--- config.mk ---
export PLATFORM = sky130hd
export DESIGN_NAME = ifmap_stream_feeder
export DESIGN_NICKNAME = d
export VERILOG_FILES = /design/src/rtl/ifmap_stream_feeder.sv
export SDC_FILE = /design/constraint.sdc
export NUM_CORES = 1
export LEC_CHECK = 0
export CAP_MARGIN = 20
export CORE_AREA = 5 5 116 118
export CTS_CLUSTER_DIAMETER = 30
export CTS_CLUSTER_SIZE = 10
export DETAILED_ROUTE_END_ITERATION = 16
export DIE_AREA = 0 0 121 123
export PLACE_DENSITY = 0.75
export SYNTH_ARGS = -nofsm -noshare
export SYNTH_HDL_FRONTEND = slang
export SYNTH_SLANG_ARGS = --single-unit
--- constraint.sdc ---
create_clock -name clk -period 4.2 [get_ports clk]
set_clock_uncertainty 0.15 [all_clocks]
set_input_delay 1.26 -clock clk [delete_from_list [all_inputs] [get_ports clk]]
set_output_delay 1.26 -clock clk [all_outputs]
set_load 0.05 [all_outputs]
--- src/rtl/ifmap_stream_feeder.sv ---
// ifmap_stream_feeder
//   Reads ifmap elements from a synchronous-read SRAM one row at a time and
//   writes them into the PE input-feature-map buffer as tagged words
//   {start_of_row, end_of_row, data}. It stalls cleanly on IF_full.
//
// Ports
//   clk        : system clock, all state on the rising edge
//   rst        : asynchronous, active-low reset
//   start      : one-cycle launch pulse, ignored while busy
//   base_addr  : SRAM address of the first element (sampled on start)
//   row_len    : elements per row (sampled on start)
//   row_cnt    : number of rows (sampled on start)
//   row_pitch  : address distance between row starts (sampled on start)
//   mem_ren    : SRAM read enable
//   mem_addr   : SRAM read address
//   mem_rdata  : SRAM read data, valid the cycle after mem_ren
//   IF_full    : IF buffer full
//   IF_wen     : IF buffer write strobe
//   IF_din     : IF buffer write word {start_of_row, end_of_row, data}
//   busy       : transfer in progress
//   done       : one-cycle completion pulse
module ifmap_stream_feeder #(
  parameter int DATA_WIDTH = 16,
  parameter int ADDR_WIDTH = 10,
  parameter int LEN_WIDTH  = 8
) (
  input  logic                  clk,
  input  logic                  rst,
  input  logic                  start,
  input  logic [ADDR_WIDTH-1:0] base_addr,
  input  logic [LEN_WIDTH-1:0]  row_len,
  input  logic [LEN_WIDTH-1:0]  row_cnt,
  input  logic [ADDR_WIDTH-1:0] row_pitch,
  output logic                  mem_ren,
  output logic [ADDR_WIDTH-1:0] mem_addr,
  input  logic [DATA_WIDTH-1:0] mem_rdata,
  input  logic                  IF_full,
  output logic                  IF_wen,
  output logic [DATA_WIDTH+1:0] IF_din,
  output logic                  busy,
  output logic                  done
);

  typedef enum logic [1:0] {
    IDLE  = 2'd0,
    RUN   = 2'd1,
    FLUSH = 2'd2
  } state_t;

  localparam logic [LEN_WIDTH-1:0]  LEN_ONE  = LEN_WIDTH'(1);
  localparam logic [ADDR_WIDTH-1:0] ADDR_ONE = ADDR_WIDTH'(1);

  state_t                  state_q, state_d;
  logic [LEN_WIDTH-1:0]    row_len_q, row_len_d;
  logic [LEN_WIDTH-1:0]    row_cnt_q, row_cnt_d;
  logic [ADDR_WIDTH-1:0]   row_pitch_q, row_pitch_d;
  logic [LEN_WIDTH-1:0]    elem_idx_q, elem_idx_d;
  logic [LEN_WIDTH-1:0]    row_idx_q, row_idx_d;
  logic [ADDR_WIDTH-1:0]   rd_addr_q, rd_addr_d;
  logic [ADDR_WIDTH-1:0]   row_start_q, row_start_d;
  logic                    inflight_q, inflight_d;
  logic [1:0]              tag_q, tag_d;
  logic                    zero_done_q, zero_done_d;

  logic [DATA_WIDTH+1:0]   q_mem_q [2];
  logic [DATA_WIDTH+1:0]   q_mem_d [2];
  logic                    wr_ptr_q, wr_ptr_d;
  logic                    rd_ptr_q, rd_ptr_d;
  logic [1:0]              count_q, count_d;

  logic                    start_ok;
  logic                    start_zero;
  logic                    last_elem;
  logic                    last_row;
  logic                    pop;
  logic                    push;
  logic [1:0]              occ_after_pop;
  logic                    issue;
  logic                    drained;

  // Shared decode used by the FSM and the datapath.
  // The read-issue test counts the pop happening this cycle so that a
  // steady stream with IF_full low sustains one element per cycle, while a
  // stalled write side still caps queue plus in-flight reads at two.
  always_comb begin
    start_ok      = (state_q == IDLE) && start && (row_len != '0) && (row_cnt != '0);
    start_zero    = (state_q == IDLE) && start && ((row_len == '0) || (row_cnt == '0));
    last_elem     = (elem_idx_q == (row_len_q - LEN_ONE));
    last_row      = (row_idx_q == (row_cnt_q - LEN_ONE));
    pop           = (count_q != 2'd0) && !IF_full;
    push          = inflight_q;
    occ_after_pop = 2'(count_q + {1'b0, inflight_q} - {1'b0, pop});
    issue         = (state_q == RUN) && (occ_after_pop < 2'd2);
    drained       = !inflight_q && (count_q == 2'd0);
  end

  // FSM state register.
  always_ff @(posedge clk or negedge rst) begin
    if (!rst) begin
      state_q <= IDLE;
    end else begin
      state_q <= state_d;
    end
  end

  // FSM next state: RUN until the final read is issued, FLUSH until the
  // pipeline and queue have drained.
  always_comb begin
    state_d = state_q;
    case (state_q)
      IDLE:    if (start_ok) state_d = RUN;
      RUN:     if (issue && last_elem && last_row) state_d = FLUSH;
      FLUSH:   if (drained) state_d = IDLE;
      default: state_d = IDLE;
    endcase
  end

  // FSM outputs. done covers both the drained FLUSH cycle and the
  // registered pulse for a zero-sized request.
  always_comb begin
    busy     = (state_q != IDLE);
    mem_ren  = issue;
    mem_addr = issue ? rd_addr_q : '0;
    IF_wen   = pop;
    IF_din   = q_mem_q[rd_ptr_q];
    done     = ((state_q == FLUSH) && drained) || zero_done_q;
  end

  // Read-side datapath: parameter latch, element/row walk and tag capture.
  // Tags are decided when the read is issued and travel with it.
  always_comb begin
    row_len_d   = row_len_q;
    row_cnt_d   = row_cnt_q;
    row_pitch_d = row_pitch_q;
    elem_idx_d  = elem_idx_q;
    row_idx_d   = row_idx_q;
    rd_addr_d   = rd_addr_q;
    row_start_d = row_start_q;
    tag_d       = tag_q;
    inflight_d  = issue;
    zero_done_d = start_zero;
    if (start_ok) begin
      row_len_d   = row_len;
      row_cnt_d   = row_cnt;
      row_pitch_d = row_pitch;
      elem_idx_d  = '0;
      row_idx_d   = '0;
      rd_addr_d   = base_addr;
      row_start_d = base_addr;
    end else if (issue) begin
      tag_d = {elem_idx_q == '0, last_elem};
      if (last_elem) begin
        elem_idx_d  = '0;
        row_idx_d   = row_idx_q + LEN_ONE;
        rd_addr_d   = row_start_q + row_pitch_q;
        row_start_d = row_start_q + row_pitch_q;
      end else begin
        elem_idx_d = elem_idx_q + LEN_ONE;
        rd_addr_d  = rd_addr_q + ADDR_ONE;
      end
    end
  end

  // Two-entry queue: returning SRAM data is pushed with its tag the cycle
  // after the read, the head is popped on every IF write.
  always_comb begin
    q_mem_d[0] = q_mem_q[0];
    q_mem_d[1] = q_mem_q[1];
    wr_ptr_d   = wr_ptr_q;
    rd_ptr_d   = rd_ptr_q;
    count_d    = count_q;
    if (push) begin
      q_mem_d[wr_ptr_q] = {tag_q, mem_rdata};
      wr_ptr_d          = ~wr_ptr_q;
    end
    if (pop) begin
      rd_ptr_d = ~rd_ptr_q;
    end
    count_d = 2'(count_q + {1'b0, push} - {1'b0, pop});
  end

  // Datapath and queue registers.
  always_ff @(posedge clk or negedge rst) begin
    if (!rst) begin
      row_len_q   <= '0;
      row_cnt_q   <= '0;
      row_pitch_q <= '0;
      elem_idx_q  <= '0;
      row_idx_q   <= '0;
      rd_addr_q   <= '0;
      row_start_q <= '0;
      inflight_q  <= 1'b0;
      tag_q       <= 2'b00;
      zero_done_q <= 1'b0;
      q_mem_q[0]  <= '0;
      q_mem_q[1]  <= '0;
      wr_ptr_q    <= 1'b0;
      rd_ptr_q    <= 1'b0;
      count_q     <= 2'd0;
    end else begin
      row_len_q   <= row_len_d;
      row_cnt_q   <= row_cnt_d;
      row_pitch_q <= row_pitch_d;
      elem_idx_q  <= elem_idx_d;
      row_idx_q   <= row_idx_d;
      rd_addr_q   <= rd_addr_d;
      row_start_q <= row_start_d;
      inflight_q  <= inflight_d;
      tag_q       <= tag_d;
      zero_done_q <= zero_done_d;
      q_mem_q[0]  <= q_mem_d[0];
      q_mem_q[1]  <= q_mem_d[1];
      wr_ptr_q    <= wr_ptr_d;
      rd_ptr_q    <= rd_ptr_d;
      count_q     <= count_d;
    end
  end

endmodule

==> reports/results.txt <==
top_reg_cell synth: dfrtp_1
# rows: 41
share of cells above drive strength 1: 20.8%
n_diodes: 0
remaining antenna violation count after routing: 0
vias in the first global route: 4,802
CP max FO: 6
cell repeated most along the worst path: ha_4
Worst Tran Pin Value: 0.820 ns
total number of vias: 4,617
Avg WL per Cell: 16.0 µm
Inserted Clock Buffers: 9
post-synthesis sequential area ratio: 46.3%
first-pass GRT wire length: 23,000 µm
post-synthesis async set-or-reset flop share: 100%
later-pin clock latency in the skew report: 0.36 ns
cell count after synthesis: 580
Post-DP Area: 7150 µm²
final core utilization: 60.9%
GRT Residual Overflow: 0
DR iter-0 viols: 335
area grow syn2layout: 29.0%
DR pass1 iterations: 4
max frequency: 239 MHz
status: completed
Post-Synth Simple-Gate Area: 17.2%
num ports: 88
PD cells: 802 nW/µm²
#FFs+latches synth: 108
CTS tree: yes
critical path's slowest cell: or2_4
clock root cell: clkbuf_16
post-synthesis adder-cell area fraction: 3.99%
RD Place Congestion: 0.854
die area: 14,900 µm²
die height: 123 µm
Total Routed Length: 13,700 µm
slowest cell delay on critical path: 0.29 ns
clock sink total: 108
fin. max-slew vios: 0
# port buffers: 87
Final setup viols: 0
initial antenna violation count: 0
final period utilization: 99.8%
core region area: 12,400 µm²
worst path arrival time: 2.78 ns
synthesized area per cell: 10.1 µm²
RSZ-0062 raised after global routing: true
Initial Util: 47.2%
Final WS setup: 0.00723 ns
Nets: 753
hold crit path type: register to register
worst IR drop on VDD: 1.39 mV
crit-path leading delay family: simple AND/OR/NAND/NOR gates
All-Layer GR Usage: 19.4%
largest net degree at the start of global routing: 81
die width: 121 µm
Clock Pin Slew Worst Setup and Hold Paths: 0.07 ns
H-tree levels: 3
TNS Setup: 0 ns
Distinct cells, synth: 53
mapped cell area: 5840 µm²
Critical path buffers and inverters: 4
# Post-CTS Setup Buffers: 0
worst-case clock buffer depth: 2
largest family of logic cells by synthesized area: simple AND/OR/NAND/NOR gates
Final min period: 4.19 ns
Relative slew margins: 45.2%
Final Hold Fails: 0
Cell Chain, Critical Path: buf_8 > nor2_4 > ha_4 > inv_2 > ha_4 > xnor2_2 > xnor2_1 > or2_4 > inv_6 > and2_4 > buf_12
vias per cell: 5.39
DRC viols: 0
CP required: 2.79 ns
leakage: 3.32 nW
crit path kind: input port to output port
Post-DP HPWL: 9780 µm
startpoint type of the worst setup path: input port
Fillers: 1,013
worst slack, placed: -0.533 ns
EDFF count, synth: 0
Compound-Gate Fraction of Synth Area: 9.04%
hold slack: 0.343 ns
Post-Layout Inst Area: 7530 µm²
Post-Synth XOR/XNOR Area: 6.75%
Setup crit end kind: output port
Yosys Warn Count: 0
Synth Net Count: 654
mux cell area share after synthesis: 13.3%
max cap viols: 0
## worst reg2reg max path, cell delays in order, from the launching register on
cell and delay [ns]:
dfrtp_1 0.45, nor2_1 0.21, nor2_4 0.08, ha_4 0.26, inv_2 0.04, ha_4 0.15, xnor2_2 0.14, xnor2_1 0.14
or2_4 0.29, buf_4 0.20, nor3_4 0.24, buf_4 0.25, nor2_4 0.06, a221o_1 0.35
## power breakdown
part	total, W	switching, W	leakage, nW	internal (W)
Clock	0.000889	0.000415	0.150	0.000475
Combinational	0.00363	0.00195	1.87	0.00168
Sequential	0.00152	0.000222	1.29	0.00130
Total	0.00604	0.00258	3.32	0.00346
## synthesized netlist by cell type, drive strengths merged (8+ instances only)
cell type,number,area (µm²)
a21oi,12,60.1
and2,10,62.6
buf,8,58.8
clkbuf,13,48.8
dfrtp,108,2700
ha,17,213
inv,24,90.1
mux2,61,687
mux2i,9,90.1
nand2,104,390
nand3,23,115
nor2,34,140
nor3,8,50.1
o21ai,23,115
xnor2,26,228
xor2,19,166
## stage by stage
| step | std cells | power [W] |
|---|---|---|
| final | 856 | 0.00604 |
| after global routing | 856 | 0.00634 |
| after CTS | 855 | 0.00608 |
| after detailed placement | 838 | 0.00504 |
| after global placement | 838 | 0.00496 |
| after floorplan | 580 | 0.00371 |
## sequential cells by signal, summed over array words and instances (netlist names)
signal	flops
state_q	2
inflight_q	1
row_start_q	10
count_q	2
row_idx_q	8
wr_ptr_q	1
elem_idx_q	8
row_pitch_q	10
rd_addr_q	10
row_len_q	8
row_cnt_q	8
rd_ptr_q	1
zero_done_q	1
tag_q	2
q_mem_q	36
## path summary, 6_finish.rpt
path	depth (start not counted)	slack, ns	end	start
max	11	0.007	mem_addr[7]	IF_full
max in group asynchronous	3	2.30	row_start_q[0]	rst
min	2	0.34	row_pitch_q[7]	row_pitch_q[7]
min reg2reg	2	0.34	row_pitch_q[7]	row_pitch_q[7]
max reg2reg	13	1.07	row_start_q[9]	count_q[1]
min in group asynchronous	1	0.73	q_mem_q[24]	rst
## layout by cell type, fill, tap and decap left out, types with 10 or more instances in the layout
cell type,netlist,routed
xnor2_1,26,25
clkdlybuf4s50_1,0,73
nor2_1,31,29
inv_1,23,22
nand3_1,23,23
ha_1,17,15
nand2_1,104,104
mux2_2,61,61
xor2_1,19,19
dfrtp_1,108,108
buf_12,1,15
a21oi_1,12,12
buf_4,0,19
and2_4,0,10
o21ai_0,21,21
## cell families (layout without fill, tap and decap cells)
group / count (synthesis) / count (layout)
AND/OR/NAND/NOR: 217 / 217
flip-flops: 108 / 108
AO/OA/AOI/OAI: 77 / 77
multiplexers: 70 / 70
XOR/XNOR: 45 / 45
buffers and inverters: 45 / 149
adder cells (fa/ha/maj): 18 / 18
## repair_timing
item / CTS / global route
pin swaps: 4 / 1
hold buffers: 0 / 0
setup endpoints to repair: 11 / 11
gates cloned: 1 / 0
resized for setup: 18 / 0
## per-layer routing
layer | track usage [%] | part of all wire (%)
met5 | 0 | 0
met3 | 4.07 | 5.8
met2 | 33.4 | 50
met4 | 7.15 | 1.6
met1 | 24.2 | 43
## cell type report
cell class | instances | area [µm²] | share of cell area, %
clock buffer | 9 | 225 | 2.99
timing repair inverter | 1 | 8.76 | 0.116
sequential | 108 | 2700 | 35.9
multi-input combinational | 427 | 3010 | 40.0
clock inverter | 7 | 82.6 | 1.10
inverter | 24 | 95.1 | 1.26
tap | 172 | 215 | 2.86
timing repair buffer | 108 | 1190 | 15.8
(Power assumes the default switching activity.)
